<file path="src/rtl/prog_seq.sv">
// Program sequencer for the fetch stage: sequential, conditional, absolute and
// PC-relative flow, a hardware return-address stack, stall hold and sticky halt.
module prog_seq #(
    parameter int D  = 12,
    parameter int OW = 8,
    parameter int SD = 4
) (
    input  logic                       clk,
    input  logic                       reset,
    input  logic                       stall,
    input  logic                       jcnd,
    input  logic [2:0]                 branch,
    input  logic [D-1:0]               target,
    input  logic [OW-1:0]              offset,
    output logic [D-1:0]               prog_ctr,
    output logic                       halted,
    output logic [$clog2(SD+1)-1:0]    stk_depth,
    output logic                       stk_ovf,
    output logic                       stk_unf
);

    localparam int PW = $clog2(SD + 1);
    localparam logic [PW-1:0] FULL = PW'(SD);

    typedef enum logic [2:0] {
        OP_SEQ  = 3'b000,
        OP_BT   = 3'b001,
        OP_BF   = 3'b010,
        OP_JMP  = 3'b011,
        OP_REL  = 3'b100,
        OP_CALL = 3'b101,
        OP_RET  = 3'b110,
        OP_HALT = 3'b111
    } op_t;

    // Storage is sized to the full pointer range so the pointer indexes it directly;
    // entries at or above SD are never written.
    logic [D-1:0]  stack [2**PW];
    logic [PW-1:0] ptr;
    logic [PW-1:0] ptr_next;
    logic [D-1:0]  pc_next;
    logic [D-1:0]  pc_inc;
    logic [D-1:0]  off_ext;
    logic          halt_next;
    logic          ovf_next;
    logic          unf_next;
    logic          push;
    op_t           op;

    assign op        = op_t'(branch);
    assign pc_inc    = prog_ctr + D'(1);
    assign off_ext   = D'($signed(offset));
    assign stk_depth = ptr;

    // Next-state decode: halt and stall freeze everything, otherwise decode the op.
    always_comb begin
        pc_next   = prog_ctr;
        ptr_next  = ptr;
        halt_next = halted;
        ovf_next  = stk_ovf;
        unf_next  = stk_unf;
        push      = 1'b0;
        if (halted || stall) begin
            pc_next = prog_ctr;
        end else begin
            case (op)
                OP_SEQ: pc_next = pc_inc;
                OP_BT: begin
                    if (jcnd) pc_next = target;
                    else      pc_next = pc_inc;
                end
                OP_BF: begin
                    if (!jcnd) pc_next = target;
                    else       pc_next = pc_inc;
                end
                OP_JMP: pc_next = target;
                OP_REL: pc_next = prog_ctr + off_ext;
                OP_CALL: begin
                    pc_next = target;
                    if (ptr == FULL) begin
                        ovf_next = 1'b1;
                    end else begin
                        push     = 1'b1;
                        ptr_next = ptr + PW'(1);
                    end
                end
                OP_RET: begin
                    // An empty-stack return degrades to a sequential step.
                    if (ptr == PW'(0)) begin
                        unf_next = 1'b1;
                        pc_next  = pc_inc;
                    end else begin
                        pc_next  = stack[ptr - PW'(1)];
                        ptr_next = ptr - PW'(1);
                    end
                end
                OP_HALT: halt_next = 1'b1;
                default: pc_next = pc_inc;
            endcase
        end
    end

    // Architectural state registers with synchronous reset.
    always_ff @(posedge clk) begin
        if (reset) begin
            prog_ctr <= D'(0);
            ptr      <= PW'(0);
            halted   <= 1'b0;
            stk_ovf  <= 1'b0;
            stk_unf  <= 1'b0;
        end else begin
            prog_ctr <= pc_next;
            ptr      <= ptr_next;
            halted   <= halt_next;
            stk_ovf  <= ovf_next;
            stk_unf  <= unf_next;
        end
    end

    // Return-address storage; contents need no reset.
    always_ff @(posedge clk) begin
        if (push && !reset) begin
            stack[ptr] <= pc_inc;
        end
    end

endmodule

</file>
<file path="config.mk">
export PLATFORM = sky130hd
export DESIGN_NAME = prog_seq
export DESIGN_NICKNAME = d
export VERILOG_FILES = /design/src/rtl/prog_seq.sv
export SDC_FILE = /design/constraint.sdc
export NUM_CORES = 1
export LEC_CHECK = 0
export CAP_MARGIN = 20
export CORE_ASPECT_RATIO = 0.7
export CORE_MARGIN = 5
export CORE_UTILIZATION = 36
export CTS_BUF_LIST = sky130_fd_sc_hd__clkbuf_8
export DETAILED_ROUTE_END_ITERATION = 6
export GPL_TIMING_DRIVEN = 0
export HOLD_SLACK_MARGIN = 0.02
export SYNTH_ARGS = -nofsm -noshare
export SYNTH_HDL_FRONTEND = slang
export SYNTH_SLANG_ARGS = --single-unit
export TNS_END_PERCENT = 20
</file>
<file path="constraint.sdc">
create_clock -name clk -period 4.7 [get_ports clk]
set_clock_uncertainty 0.05 [all_clocks]
set_input_delay 0.94 -clock clk [delete_from_list [all_inputs] [get_ports clk]]
set_output_delay 0.94 -clock clk [all_outputs]
set_load 0.02 [all_outputs]
</file>
==> out/results.ini <==
[critical_path]
path_cells=clkdlybuf4s50_1 > nor2_1 > nand2_1 > a2111oi_1 > nand2_1 > nor2_1 > buf_6
worstPathRequired_ns=4.79
cp.arrival_ns=3.64
crit_type=in -> reg
crit_fanout=7
r2r_cells=8
path_buf_inv=2
cp_slowest_cell=nor2_1
endpoint_kind=flip-flop
cp.depth=7
worst_path_largest_cell_delay_ns=0.74
cp-start-kind=primary input
cp_top_family=simple AND/OR/NAND/NOR gates

[cts]
cts_buffers=17
cts_setup_buffers=0
path_clk_slew_ns=0.07
cts-root-buf=clkbuf_8
htree_levels=4
cts_tree=built
clkSinkCount=114
cts-resized-gates=0
cts_buffer_depth=2
insertion_delay_ns=0.43
ctsHoldBuffers=0

[global_routing]
grt_max_degree=17
grt_pass1_wl_um=21700
grt_pass1_vias=3690
track_usage=0.157
antenna_found_initial=0
grt.overflow.total=0

[synth]
async_flop_share=0
yosysUniqueCellTypes=66
synth-seq-cells=114
synth.largest_area_cell=edfxtp_1
synth_ff_type=edfxtp_1
synth_area_per_cell_um2=14.1
synth-edff-count=96
synth_area_leaders=edfxtp_1, mux4_1, dfxtp_1
synth-warning-count=0
netlist_area_mm2=0.00568
synth_top_area_frac=0.508
yosysSeqAreaShare=0.571
synth_nets=446
synthCells=403

[outcome]
outcome=finished, final reports clean

[sta]
slew_headroom=0.372
grt_setup_unrepaired=false
period_needed_ns=3.55
hold_violations=0
hold_ws_ns=0.430
fin_crit_sh=0.755
slew_viol_final=0
worst_slew_pin_slew_ns=0.936
setup_viol=0
fmax_mhz=282

[place]
io_buffers=42
placedCellCount=652
dp_hpwl_um=10500
place_congestion=0.921

[min_path]
hold_path_class=reg -> reg
holdPathStages=2

[route]
route.detailed.drc=0
drtIter0Drc=363
antenna_left=0
vias=3846
viasPerCell=5.62
wirelength_um=14200
wl_per_cell_um=20.8
dr.pass1.iters=5

[power_and_ir_drop]
p_per_area_mw_per_mm2=338
swShare=0.271
p_int_mw=1.67
pwr-share-clk=0.358
pwr-share-seq=0.498
leakagePower_nw=2.35
power_switching_uw=621
p_comb_frac=0.144
ir_drop_mv=0.194

[cells_and_area]
n_antenna_cell=0
num-fill-cells=1401
syn2layout_area_growth_pct=19.6
final_layout_size_suffix_gt1_frac=0.165
instances_no_fill=684
fin_nets=514

[floorplan]
dieArea_mm2=0.0184
core_area_mm2=0.0155
die_y_um=115
io_pins=45
rows=38
die_width_um=160
initial_core_util=0.366

[run]
cap_violations=0

[routing by layer]
metal / vias up / wire length [um] / global-route usage
li1: 1766 / - / -
met1: 1916 / 7140 / 0.234
met2: 145 / 5910 / 0.226
met3: 19 / 1080 / 0.0516
met4: 0 / 98 / 0.0315
met5: - / 0 / 0
[power by group through the flow]
| stage | clock network (mW) | registers (mW) | logic (mW) |
|---|---|---|---|
| 3_5_place_dp | 0 | 1.17 | 0.329 |
| 6_report | 0.821 | 1.14 | 0.332 |
| 2_1_floorplan | 0 | 1.17 | 0.199 |
| 4_1_cts | 0.838 | 1.14 | 0.330 |
| 3_3_place_gp | 0 | 1.16 | 0.322 |
| 5_1_grt | 0.892 | 1.14 | 0.358 |
[cell type report]
type	instances	area (um^2)	area share
clock buffer	17	234	0.0345
sequential	114	3240	0.478
buffer	18	120	0.0177
clock inverter	15	120	0.0177
tap	200	250	0.0369
inverter	9	33.8	0.00498
multi-input combinational	262	2290	0.338
timing repair buffer	49	495	0.0730
[synth_stat cells, types with 2 or more instances]
master,number
edfxtp_1,96
nor2_1,35
nand2_1,28
dfxtp_1,18
mux4_1,16
ha_1,15
a21oi_1,12
xor2_1,11
nand3_1,10
nor3_1,10
inv_1,9
buf_2,8
mux4_2,8
o21ai_0,8
xnor2_1,8
a21o_1,7
a221oi_1,7
mux2_2,7
clkbuf_1,5
a221o_1,4
a221oi_2,4
a311oi_1,4
nand2b_1,4
nand3b_1,4
nand4_1,4
a211o_1,3
a211oi_1,3
a21boi_0,3
buf_6,3
mux2i_1,3
o21a_1,3
a22o_1,2
a22oi_1,2
a31oi_1,2
and4_1,2
nor2b_1,2
o2111ai_1,2
o31ai_1,2
or3_1,2
[through the flow]
stage | setup TNS, ns | instance area (um^2) | total power, mW | utilization | setup slack (ns)
global route | 0 | 6790 | 2.40 | 0.438 | 0.864
global placement | -2.23 | 6350 | 1.49 | 0.410 | -0.0956
detailed placement | 0 | 6440 | 1.49 | 0.415 | 0.660
CTS | 0 | 6790 | 2.31 | 0.438 | 1.14
finish | 0 | 6790 | 2.30 | 0.438 | 1.15
floorplan | 0 | 5680 | 1.37 | - | 1.52
[path summary, 6_finish.rpt]
kind | start | end | slack [ns]
worst min register to register | stk_ovf$_SDFFE_PP0P_ | stk_ovf$_SDFFE_PP0P_ | 0.43
worst max register to register | stk_depth[0]$_SDFFE_PP0P_ | stack[6][9]$_DFFE_PP_ | 1.41
worst max-delay path | stall | stack[6][9]$_DFFE_PP_ | 1.15
worst min-delay path | stk_ovf$_SDFFE_PP0P_ | stk_ovf$_SDFFE_PP0P_ | 0.43
[state kept, by name, summed over array words and instances, names as in the netlist]
register,flops
stack,96
stk_depth,3
prog_ctr,12
halted,1
stk_ovf,1
stk_unf,1
[logic make-up (layout without fill, tap and decap cells)]
| family | after synthesis | count (layout) | synth area share |
|---|---|---|---|
| multiplexers | 34 | 34 | 0.125 |
| XOR/XNOR | 19 | 19 | 0.0293 |
| AO/OA/AOI/OAI | 82 | 82 | 0.116 |
| buffers and inverters | 27 | 108 | 0.0271 |
| adder cells (fa/ha/maj) | 16 | 16 | 0.0366 |
| flip-flops | 114 | 114 | 0.571 |
| AND/OR/NAND/NOR | 111 | 111 | 0.0948 |
[worst register-to-register path, cell delays in order (launching register included)]
cell and delay (ns):
dfxtp_1 0.38, buf_6 0.18, buf_4 0.25, inv_1 0.13, ha_1 0.27, a2111oi_1 0.55, nand2_1 0.21, nor2_1 0.74
buf_6 0.24
[layout by cell type (no fill, tap or decap), types with 9 or more instances in the layout]
cell type and count:
edfxtp_1 96, clkdlybuf4s50_1 42, nor2_1 34, nand2_1 28
dfxtp_1 18, clkbuf_8 17, mux4_1 16, ha_1 15
a21oi_1 12, xor2_1 11, inv_1 10, nand3_1 10
buf_6 9
Power figures use the tool's default switching activity.
